## src/rtl/arithmetic_pkg.sv

```systemverilog
`default_nettype none
// ============================================================================
// Module      : arithmetic_pkg
// Description : Shared types and constants for the execute-stage integer unit.
//               funct3 encodings for the base ALU and the M-extension, the
//               funct7 groups that select between them, and the FSM states.
// Revision    : 1.0 - initial release
// ============================================================================
package arithmetic_pkg;

    // funct3 encodings of the base integer ops (funct7 = BASE or ALT)
    typedef enum logic [2:0] {
        OP_ADD  = 3'b000,
        OP_SLL  = 3'b001,
        OP_SLT  = 3'b010,
        OP_SLTU = 3'b011,
        OP_XOR  = 3'b100,
        OP_SRL  = 3'b101,
        OP_OR   = 3'b110,
        OP_AND  = 3'b111
    } op_t;

    // funct3 encodings of the multiply/divide ops (funct7 = MULDIV)
    typedef enum logic [2:0] {
        MD_MUL    = 3'b000,
        MD_MULH   = 3'b001,
        MD_MULHSU = 3'b010,
        MD_MULHU  = 3'b011,
        MD_DIV    = 3'b100,
        MD_DIVU   = 3'b101,
        MD_REM    = 3'b110,
        MD_REMU   = 3'b111
    } md_op_t;

    localparam logic [6:0] FUNCT7_BASE   = 7'h00;
    localparam logic [6:0] FUNCT7_ALT    = 7'h20;
    localparam logic [6:0] FUNCT7_MULDIV = 7'h01;

    typedef enum logic [2:0] {
        IDLE = 3'd0,
        ALU  = 3'd1,
        MUL  = 3'd2,
        DIV  = 3'd3,
        DONE = 3'd4
    } state_t;

endpackage
`default_nettype wire

```

## src/rtl/arithmetic_unit_if.sv

```systemverilog
`default_nettype none
// ============================================================================
// Module      : arithmetic_unit_if
// Description : Request/response bundle of the integer unit.
//               Request : in_valid, in_ready, lhs, rhs, operation, metadata
//               Response: out_valid, out_ready, result, code_legal
//               master = issuing stage, slave = arithmetic_unit.
// Revision    : 1.0 - initial release
// ============================================================================
interface arithmetic_unit_if #(
    parameter int DATA_WIDTH = 32
) ();

    logic                  in_valid;
    logic                  in_ready;
    logic [DATA_WIDTH-1:0] lhs;
    logic [DATA_WIDTH-1:0] rhs;
    logic [2:0]            operation;
    logic [6:0]            metadata;
    logic                  out_valid;
    logic                  out_ready;
    logic [DATA_WIDTH-1:0] result;
    logic                  code_legal;

    modport master (
        output in_valid, lhs, rhs, operation, metadata, out_ready,
        input  in_ready, out_valid, result, code_legal
    );

    modport slave (
        input  in_valid, lhs, rhs, operation, metadata, out_ready,
        output in_ready, out_valid, result, code_legal
    );

endinterface
`default_nettype wire

```

## src/rtl/arithmetic_divider.sv

```systemverilog
`default_nettype none
// ============================================================================
// Module      : arithmetic_divider
// Description : Restoring divider, signed or unsigned. The start edge captures
//               operand magnitudes and sign flags; DATA_WIDTH iteration edges
//               follow. done is high during the last iteration cycle and
//               quotient/remainder then carry the final, sign-corrected values
//               so the caller can register them on that same edge.
// Ports       : clk, reset (sync, active-high), abort (drop current op),
//               start, is_signed, dividend, divisor -> busy, done,
//               quotient, remainder
// Revision    : 1.0 - initial release
// ============================================================================
module arithmetic_divider #(
    parameter int DATA_WIDTH = 32
) (
    input  logic                  clk,
    input  logic                  reset,
    input  logic                  abort,
    input  logic                  start,
    input  logic                  is_signed,
    input  logic [DATA_WIDTH-1:0] dividend,
    input  logic [DATA_WIDTH-1:0] divisor,
    output logic                  busy,
    output logic                  done,
    output logic [DATA_WIDTH-1:0] quotient,
    output logic [DATA_WIDTH-1:0] remainder
);

    localparam int                  c_cnt_w = $clog2(DATA_WIDTH);
    localparam logic [c_cnt_w-1:0]  c_last  = c_cnt_w'(DATA_WIDTH - 1);

    logic                  r_busy;
    logic [c_cnt_w-1:0]    r_cnt;
    logic [DATA_WIDTH-1:0] r_quo;
    logic [DATA_WIDTH-1:0] r_rem;
    logic [DATA_WIDTH-1:0] r_div;
    logic [DATA_WIDTH-1:0] r_lhs;
    logic                  r_neg_q;
    logic                  r_neg_r;
    logic                  r_zero;

    logic                  w_lhs_neg;
    logic                  w_rhs_neg;
    logic [DATA_WIDTH-1:0] w_lhs_abs;
    logic [DATA_WIDTH-1:0] w_rhs_abs;
    logic [DATA_WIDTH:0]   w_shift;
    logic [DATA_WIDTH:0]   w_diff;
    logic                  w_ge;
    logic [DATA_WIDTH-1:0] w_rem_next;
    logic [DATA_WIDTH-1:0] w_quo_next;

    assign w_lhs_neg = is_signed & dividend[DATA_WIDTH-1];
    assign w_rhs_neg = is_signed & divisor[DATA_WIDTH-1];
    assign w_lhs_abs = w_lhs_neg ? -dividend : dividend;
    assign w_rhs_abs = w_rhs_neg ? -divisor  : divisor;

    // One restoring step: shift in the next dividend bit, subtract when no borrow.
    // The partial remainder stays below the divisor, so DATA_WIDTH bits hold it.
    assign w_shift    = {r_rem, r_quo[DATA_WIDTH-1]};
    assign w_diff     = w_shift - {1'b0, r_div};
    assign w_ge       = ~w_diff[DATA_WIDTH];
    assign w_rem_next = w_ge ? w_diff[DATA_WIDTH-1:0] : w_shift[DATA_WIDTH-1:0];
    assign w_quo_next = {r_quo[DATA_WIDTH-2:0], w_ge};

    always_ff @(posedge clk) begin
        if (reset) begin
            r_busy  <= 1'b0;
            r_cnt   <= '0;
            r_quo   <= '0;
            r_rem   <= '0;
            r_div   <= '0;
            r_lhs   <= '0;
            r_neg_q <= 1'b0;
            r_neg_r <= 1'b0;
            r_zero  <= 1'b0;
        end else if (abort) begin
            r_busy <= 1'b0;
        end else if (start) begin
            r_busy  <= 1'b1;
            r_cnt   <= '0;
            r_quo   <= w_lhs_abs;
            r_rem   <= '0;
            r_div   <= w_rhs_abs;
            r_lhs   <= dividend;
            r_neg_q <= w_lhs_neg ^ w_rhs_neg;
            r_neg_r <= w_lhs_neg;
            r_zero  <= (divisor == '0);
        end else if (r_busy) begin
            r_quo <= w_quo_next;
            r_rem <= w_rem_next;
            r_cnt <= r_cnt + c_cnt_w'(1);
            if (r_cnt == c_last) begin
                r_busy <= 1'b0;
            end
        end
    end

    assign busy = r_busy;
    assign done = r_busy && (r_cnt == c_last);

    // Divide by zero is overridden outright; signed MIN / -1 falls out of the
    // magnitude path naturally (2^(W-1) negated wraps back to MIN, remainder 0).
    assign quotient  = r_zero  ? {DATA_WIDTH{1'b1}} :
                       r_neg_q ? -w_quo_next : w_quo_next;
    assign remainder = r_zero  ? r_lhs :
                       r_neg_r ? -w_rem_next : w_rem_next;

endmodule
`default_nettype wire

```

## src/rtl/arithmetic_unit.sv

```systemverilog
`default_nettype none
// ============================================================================
// Module      : arithmetic_unit
// Description : Execute-stage integer unit: base ALU ops in one cycle,
//               MUL* in MUL_LATENCY cycles, DIV/REM in DATA_WIDTH+1 cycles,
//               one operation in flight, valid/ready on both sides.
// Ports       : clk, reset (sync, active-high), flush (kill in-flight op),
//               bus (arithmetic_unit_if.slave): in_valid/in_ready, lhs, rhs,
//               operation (funct3), metadata (funct7), out_valid/out_ready,
//               result, code_legal
// Revision    : 1.0 - initial release
// ============================================================================
module arithmetic_unit
    import arithmetic_pkg::*;
#(
    parameter int DATA_WIDTH  = 32,
    parameter bit ENABLE_M    = 1'b1,
    parameter int MUL_LATENCY = 2
) (
    input  logic             clk,
    input  logic             reset,
    input  logic             flush,
    arithmetic_unit_if.slave bus
);

    localparam int c_shamt_w   = $clog2(DATA_WIDTH);
    localparam int c_mul_cnt_w = (MUL_LATENCY > 2) ? $clog2(MUL_LATENCY - 1) : 1;
    localparam int c_mul_last_i = (MUL_LATENCY > 2) ? (MUL_LATENCY - 2) : 0;
    localparam logic [c_mul_cnt_w-1:0] c_mul_last = c_mul_cnt_w'(c_mul_last_i);

    state_t                  r_state;
    logic [DATA_WIDTH-1:0]   r_result;
    logic                    r_code_legal;
    md_op_t                  r_mul_op;
    logic [DATA_WIDTH-1:0]   r_mul_lhs;
    logic [DATA_WIDTH-1:0]   r_mul_rhs;
    logic [c_mul_cnt_w-1:0]  r_mul_cnt;
    logic                    r_div_rem;

    op_t                     w_op;
    md_op_t                  w_md_op;
    logic                    w_accept;
    logic                    w_is_base;
    logic                    w_is_alt;
    logic                    w_is_md;
    logic                    w_legal;
    logic                    w_go_mul;
    logic                    w_go_div;
    logic [c_shamt_w-1:0]    w_shamt;
    logic [DATA_WIDTH-1:0]   w_sra;
    logic [DATA_WIDTH-1:0]   w_alu_result;
    logic                    w_div_busy;
    logic                    w_div_done;
    logic [DATA_WIDTH-1:0]   w_div_quo;
    logic [DATA_WIDTH-1:0]   w_div_rem;
    logic [DATA_WIDTH-1:0]   w_div_result;

    // Product sign handling: extend each operand to 2*W+2 bits with its own
    // signedness so one signed multiply covers MUL/MULH/MULHSU/MULHU.
    function automatic logic [DATA_WIDTH-1:0] mul_calc(
        input md_op_t                op,
        input logic [DATA_WIDTH-1:0] a,
        input logic [DATA_WIDTH-1:0] b
    );
        logic                          sign_a;
        logic                          sign_b;
        logic signed [2*DATA_WIDTH+1:0] ext_a;
        logic signed [2*DATA_WIDTH+1:0] ext_b;
        logic signed [2*DATA_WIDTH+1:0] prod;
        sign_a = ((op == MD_MULH) || (op == MD_MULHSU)) && a[DATA_WIDTH-1];
        sign_b = (op == MD_MULH) && b[DATA_WIDTH-1];
        ext_a  = {{(DATA_WIDTH+2){sign_a}}, a};
        ext_b  = {{(DATA_WIDTH+2){sign_b}}, b};
        prod   = ext_a * ext_b;
        return (op == MD_MUL) ? prod[DATA_WIDTH-1:0] : prod[2*DATA_WIDTH-1:DATA_WIDTH];
    endfunction

    assign w_op    = op_t'(bus.operation);
    assign w_md_op = md_op_t'(bus.operation);

    assign bus.in_ready = !flush && ((r_state == IDLE) || ((r_state == DONE) && bus.out_ready));
    assign w_accept     = bus.in_valid && bus.in_ready;

    // Code decode: ALT funct7 is only meaningful for SUB and SRA.
    assign w_is_base = (bus.metadata == FUNCT7_BASE);
    assign w_is_alt  = (bus.metadata == FUNCT7_ALT);
    assign w_is_md   = (bus.metadata == FUNCT7_MULDIV) && ENABLE_M;
    assign w_legal   = w_is_base || w_is_md ||
                       (w_is_alt && ((w_op == OP_ADD) || (w_op == OP_SRL)));
    assign w_go_mul  = w_is_md && !bus.operation[2];
    assign w_go_div  = w_is_md &&  bus.operation[2];

    assign w_shamt = bus.rhs[c_shamt_w-1:0];
    assign w_sra   = $signed(bus.lhs) >>> w_shamt;

    // Illegal codes fall through here too and produce zero.
    always_comb begin
        w_alu_result = '0;
        if (w_legal && !w_is_md) begin
            case (w_op)
                OP_ADD:  w_alu_result = w_is_alt ? (bus.lhs - bus.rhs) : (bus.lhs + bus.rhs);
                OP_SLL:  w_alu_result = bus.lhs << w_shamt;
                OP_SLT:  w_alu_result[0] = $signed(bus.lhs) < $signed(bus.rhs);
                OP_SLTU: w_alu_result[0] = bus.lhs < bus.rhs;
                OP_XOR:  w_alu_result = bus.lhs ^ bus.rhs;
                OP_SRL:  w_alu_result = w_is_alt ? w_sra : (bus.lhs >> w_shamt);
                OP_OR:   w_alu_result = bus.lhs | bus.rhs;
                OP_AND:  w_alu_result = bus.lhs & bus.rhs;
                default: w_alu_result = '0;
            endcase
        end
    end

    arithmetic_divider #(
        .DATA_WIDTH (DATA_WIDTH)
    ) u_divider (
        .clk       (clk),
        .reset     (reset),
        .abort     (flush),
        .start     (w_accept && w_go_div),
        .is_signed (!bus.operation[0]),
        .dividend  (bus.lhs),
        .divisor   (bus.rhs),
        .busy      (w_div_busy),
        .done      (w_div_done),
        .quotient  (w_div_quo),
        .remainder (w_div_rem)
    );

    assign w_div_result = r_div_rem ? w_div_rem : w_div_quo;

    // ALU results are registered on the accept edge itself, so ALU ops go
    // straight to DONE; the ALU encoding is kept in state_t but never entered.
    always_ff @(posedge clk) begin
        if (reset) begin
            r_state      <= IDLE;
            r_result     <= '0;
            r_code_legal <= 1'b0;
            r_mul_op     <= MD_MUL;
            r_mul_lhs    <= '0;
            r_mul_rhs    <= '0;
            r_mul_cnt    <= '0;
            r_div_rem    <= 1'b0;
        end else if (flush) begin
            r_state <= IDLE;
        end else begin
            case (r_state)
                IDLE, DONE: begin
                    if (w_accept) begin
                        r_code_legal <= w_legal;
                        if (w_go_div) begin
                            r_div_rem <= bus.operation[1];
                            r_state   <= DIV;
                        end else if (w_go_mul) begin
                            if (MUL_LATENCY == 1) begin
                                r_result <= mul_calc(w_md_op, bus.lhs, bus.rhs);
                                r_state  <= DONE;
                            end else begin
                                r_mul_op  <= w_md_op;
                                r_mul_lhs <= bus.lhs;
                                r_mul_rhs <= bus.rhs;
                                r_mul_cnt <= '0;
                                r_state   <= MUL;
                            end
                        end else begin
                            r_result <= w_alu_result;
                            r_state  <= DONE;
                        end
                    end else if ((r_state == DONE) && bus.out_ready) begin
                        r_state <= IDLE;
                    end
                end
                MUL: begin
                    if (r_mul_cnt == c_mul_last) begin
                        r_result <= mul_calc(r_mul_op, r_mul_lhs, r_mul_rhs);
                        r_state  <= DONE;
                    end else begin
                        r_mul_cnt <= r_mul_cnt + c_mul_cnt_w'(1);
                    end
                end
                DIV: begin
                    if (w_div_done) begin
                        r_result <= w_div_result;
                        r_state  <= DONE;
                    end else if (!w_div_busy) begin
                        // divider lost its operation; recover rather than hang
                        r_state <= IDLE;
                    end
                end
                default: r_state <= IDLE;
            endcase
        end
    end

    assign bus.out_valid  = (r_state == DONE);
    assign bus.result     = r_result;
    assign bus.code_legal = r_code_legal;

endmodule
`default_nettype wire

```

## src/flat_wrapper.sv

```systemverilog
// flat-port wrapper written by rule: the top's interface ports become plain ports
module arithmetic_unit_flat import arithmetic_pkg::*;
#(
    parameter int DATA_WIDTH  = 32,
    parameter bit ENABLE_M    = 1'b1,
    parameter int MUL_LATENCY = 2
)
  (clk, reset, flush, bus_in_valid, bus_lhs, bus_rhs, bus_operation, bus_metadata, bus_out_ready, bus_in_ready, bus_out_valid, bus_result, bus_code_legal);
  arithmetic_unit_if #(.DATA_WIDTH(DATA_WIDTH)) bus_i ();
  input  logic clk;
  input  logic reset;
  input  logic flush;
  input wire logic [$bits(bus_i.in_valid)-1:0] bus_in_valid;
  input wire logic [$bits(bus_i.lhs)-1:0] bus_lhs;
  input wire logic [$bits(bus_i.rhs)-1:0] bus_rhs;
  input wire logic [$bits(bus_i.operation)-1:0] bus_operation;
  input wire logic [$bits(bus_i.metadata)-1:0] bus_metadata;
  input wire logic [$bits(bus_i.out_ready)-1:0] bus_out_ready;
  output wire logic [$bits(bus_i.in_ready)-1:0] bus_in_ready;
  output wire logic [$bits(bus_i.out_valid)-1:0] bus_out_valid;
  output wire logic [$bits(bus_i.result)-1:0] bus_result;
  output wire logic [$bits(bus_i.code_legal)-1:0] bus_code_legal;
  assign bus_i.in_valid = bus_in_valid;
  assign bus_i.lhs = bus_lhs;
  assign bus_i.rhs = bus_rhs;
  assign bus_i.operation = bus_operation;
  assign bus_i.metadata = bus_metadata;
  assign bus_i.out_ready = bus_out_ready;
  assign bus_in_ready = bus_i.in_ready;
  assign bus_out_valid = bus_i.out_valid;
  assign bus_result = bus_i.result;
  assign bus_code_legal = bus_i.code_legal;
  arithmetic_unit #(.DATA_WIDTH(DATA_WIDTH), .ENABLE_M(ENABLE_M), .MUL_LATENCY(MUL_LATENCY)) u_core (.clk(clk), .reset(reset), .flush(flush), .bus(bus_i));
endmodule
```

## config.mk

```make
export PLATFORM = sky130hd
export DESIGN_NAME = arithmetic_unit_flat
export DESIGN_NICKNAME = d
export VERILOG_FILES = /design/src/rtl/arithmetic_pkg.sv /design/src/rtl/arithmetic_unit_if.sv /design/src/rtl/arithmetic_divider.sv /design/src/rtl/arithmetic_unit.sv /design/src/flat_wrapper.sv
export SDC_FILE = /design/constraint.sdc
export NUM_CORES = 2
export LEC_CHECK = 0
export ABC_AREA = 1
export CAP_MARGIN = 0
export CORE_ASPECT_RATIO = 0.9
export CORE_UTILIZATION = 30
export CTS_BUF_LIST = sky130_fd_sc_hd__clkbuf_8
export DETAILED_ROUTE_END_ITERATION = 6
export PLACE_DENSITY = 0.46
export SLEW_MARGIN = 5
export SYNTH_ARGS = -nofsm -noshare
export SYNTH_HDL_FRONTEND = slang
export SYNTH_SLANG_ARGS = --single-unit
export TNS_END_PERCENT = 50
```

## constraint.sdc

```tcl
create_clock -name clk -period 9.7 [get_ports clk]
set_input_delay 0.97 -clock clk [delete_from_list [all_inputs] [get_ports clk]]
set_output_delay 0.97 -clock clk [all_outputs]
set_load 0.01 [all_outputs]
```

==> results.py <==
metrics = {
    "critical_path": {
        "worstSetupPathType": "flop to flop",
        "cp-end-kind": "flop",
        "path_buf_inv": 5,
        "startpoint_type": "flop",
        "crit_family": "adder cells",
        "r2r-end": "u_core.bus.result[20]",
        "crit_path_frequent_cell": "fa_1",
        "r2r_start": "u_core.r_mul_rhs[20]",
        "worst_ep_arrival_time_ns": 9.80,
        "cpPeakStageDelay_ns": 1.25,
        "crit_slowest_cell": "dfxtp_1",
        "reg2reg_slack_ns": 0.51,
        "required_ns": 10.31,
        "rr_worst_depth": 29,
        "worst-path-max-fanout": 19,
    },
    "power_and_ir_drop": {
        "power_leakage_nw": 34.70,
        "ir_worst_vdd_mv": 0.08398,
        "power_density_nw_per_um2": 47.08,
    },
    "timing": {
        "fmax_mhz": 108.8,
        "finalSetupTns_ns": 0,
        "final.min_clock_period_ns": 9.194,
        "maxSlewHeadroom_pct": 4.565,
        "hold_viol_final": 0,
        "period_share_pct": 94.79,
        "whs_ns": 0.4707,
        "rsz0062_at_grt": "no",
        "tightest_slew_ns": 1.432,
        "finalMaxSlewViolations": 0,
        "setup_viol": 0,
        "skew_ns": 0.07324,
    },
    "layout": {
        "fin_nets": 10540,
        "syn_to_final_growth_pct": 8.833,
        "final_layout_size_suffix_gt1_share_pct": 5.043,
        "mostFrequentLayoutCells": "nand2_1 (2279), inv_1 (2117), fa_1 (1128)",
        "final_common_cell": "nand2_1",
    },
    "global_route": {
        "grt_max_degree": 77,
        "grt_pass1_vias": 60580,
        "grt_pass1_wl_um": 422600,
        "overflow": 0,
        "track_usage_pct": 26.92,
        "antenna_found_initial": 12,
    },
    "logic_synthesis": {
        "syn_nets": 10650,
        "ys_async_sr_fraction_pct": 0,
        "synth_edf_count": 0,
        "syn_avg_cell_area_um2": 7.013,
        "synth.distinct_cells": 65,
        "netlist_instances": 9093,
        "seq_area_frac_synth_pct": 7.566,
        "ys_warn_count": 0,
        "synthFlopType": "dfxtp_1",
        "synth_area_um2": 63770,
        "ys_ff_latch": 241,
    },
    "drt": {
        "vias": 60200,
        "via_per_inst": 5.075,
        "drt-total-wl_um": 288300,
        "dr.pass1.iters": 6,
        "ant_nets": 0,
        "drt-initial-drc-count": 5720,
        "drc": 0,
        "wl_per_cell_um": 24.30,
    },
    "floorplanning": {
        "core_area_um2": 211200,
        "rows": 160,
        "top_level_ports": 114,
        "die_y_um": 439.4,
        "initial_core_util_pct": 30.19,
        "die_x_um": 488.0,
        "dieArea_um2": 214400,
    },
    "clocking": {
        "cts_sinks": 241,
        "tritoncts": "done",
        "insertion_delay_ns": 0.74,
        "cts_inserted_buffers": 50,
        "clk_pin_slew_ns": 0.06,
        "root_buffer": "clkbuf_8",
        "cts_buffer_depth": 3,
        "htree_levels": 2,
    },
    "worst_hold_path": {
        "hold_start": "u_core.u_divider.r_neg_q",
        "hp-class": "flop to flop",
        "hold_path_end": "u_core.u_divider.r_neg_q",
        "min_path_cells": 2,
    },
    "place": {
        "io_buffers": 113,
        "hpwlAfterDp_um": 237200,
        "place.gp.congestion": 0.9818,
    },
    "run": {
        "drv_cap": 0,
    },
    "outcome": {
        "outcome": "completed",
    },
}
## area by class of cell
cell class | instances | area, µm²
Fill cell | 23110 | 141800
Multi-Input combinational cell | 6229 | 49070
Inverter | 2138 | 8029
Sequential cell | 241 | 4845
Tap cell | 2835 | 3547
Timing Repair Buffer | 323 | 2769
Clock buffer | 65 | 894.6
Clock inverter | 27 | 241.5
Antenna cell | 3 | 7.507
## what timing repair did
| action | CTS | global route |
|---|---|---|
| hold buffers | 0 | 0 |
| resized for setup | 0 | 1 |
| setup endpoints to repair | 0 | 1 |
| buffers inserted | 0 | 0 |
## report_power, final
part	total [mW]	switching [mW]	leakage, nW	internal [mW]
Sequential	1.03	0.0243	1.95	1.00
Clock	1.28	0.572	0.631	0.712
Combinational	0.957	0.701	32.1	0.256
Total	3.27	1.30	34.7	1.97
## metrics by stage
step	power [mW]	instances	utilization [%]	worst slack, ns	area, µm²
3_3_place_gp	1.986	11770	32.32	0.6685	68250
4_1_cts	3.269	11860	32.85	0.6393	69390
6_report	3.267	11860	32.86	0.5056	69400
3_5_place_dp	1.978	11770	32.32	0.6869	68250
5_1_grt	3.386	11860	32.86	0.1559	69390
2_1_floorplan	1.538	9093	-	1.885	63770
## synthesized netlist by cell type (21+ instances only)
library cell / number / share of area, %
dfxtp_1: 241 / 7.6
nand3_1: 270 / 2.1
xnor2_1: 27 / 0.37
o21bai_1: 21 / 0.25
nor2_1: 526 / 3.1
or2_2: 27 / 0.26
nand2_1: 2280 / 13
fa_1: 1128 / 35
nor4_1: 28 / 0.27
a21oi_1: 481 / 3.8
o21a_1: 24 / 0.28
buf_1: 28 / 0.16
nand2_2: 32 / 0.31
o21ai_0: 427 / 3.4
a31oi_1: 63 / 0.62
nand4_1: 59 / 0.58
a211oi_1: 104 / 1.2
ha_1: 347 / 6.8
nor3_1: 58 / 0.46
inv_1: 2107 / 12
xor2_1: 60 / 0.82
o211ai_1: 49 / 0.58
clkbuf_1: 442 / 2.6
## how the worst max path moves through the flow
stage | to | slack [ns] | from | cells past startpoint
global route | u_core.bus.result[20] | 0.16 | u_core.r_mul_rhs[20] | 29
CTS | u_core.bus.result[20] | 0.64 | u_core.r_mul_rhs[20] | 29
finish | u_core.bus.result[20] | 0.51 | u_core.r_mul_rhs[20] | 29
global placement | u_core.bus.result[20] | 0.67 | u_core.r_mul_rhs[20] | 29
floorplan | u_core.bus.result[30] | 1.89 | u_core.r_mul_op[0] | 30
detailed placement | u_core.bus.result[20] | 0.69 | u_core.r_mul_rhs[20] | 29
## tightest hold or removal path, stage by stage (launching register included)
cell and delay, ns:
dfxtp_1 0.31, nand2_1 0.06, a21oi_1 0.06
## cells by family after synthesis
logic type               after synthesis  synth area share, %
AO/OA/AOI/OAI                       1322                12.00
XOR/XNOR                              87                1.195
adder cells (fa/ha/maj)             1475                42.22
buffers and inverters               2623                15.55
flip-flops                           241                7.566
multiplexers                           5              0.07849
AND/OR/NAND/NOR                     3340                21.39
## metal layers
layer	track usage, %	vias up	part of all wire, %
met5	0	-	0.022
met4	7.343	8	3.2
met3	3.527	361	6.7
met2	41.88	2223	44
met1	38.82	30400	46
li1	-	27200	-
## sequential cells by signal, indices dropped and copies added, names as in the netlist, 3 cells and up
signal                  count
u_core.r_mul_rhs           32
u_core.u_divider.r_cnt      5
u_core.r_mul_op             3
u_core.u_divider.r_lhs     32
u_core.r_state              3
u_core.u_divider.r_rem     32
u_core.u_divider.r_quo     32
u_core.bus.result          32
u_core.u_divider.r_div     32
u_core.r_mul_lhs           32
Note: power is estimated with default switching activity, not from simulation.
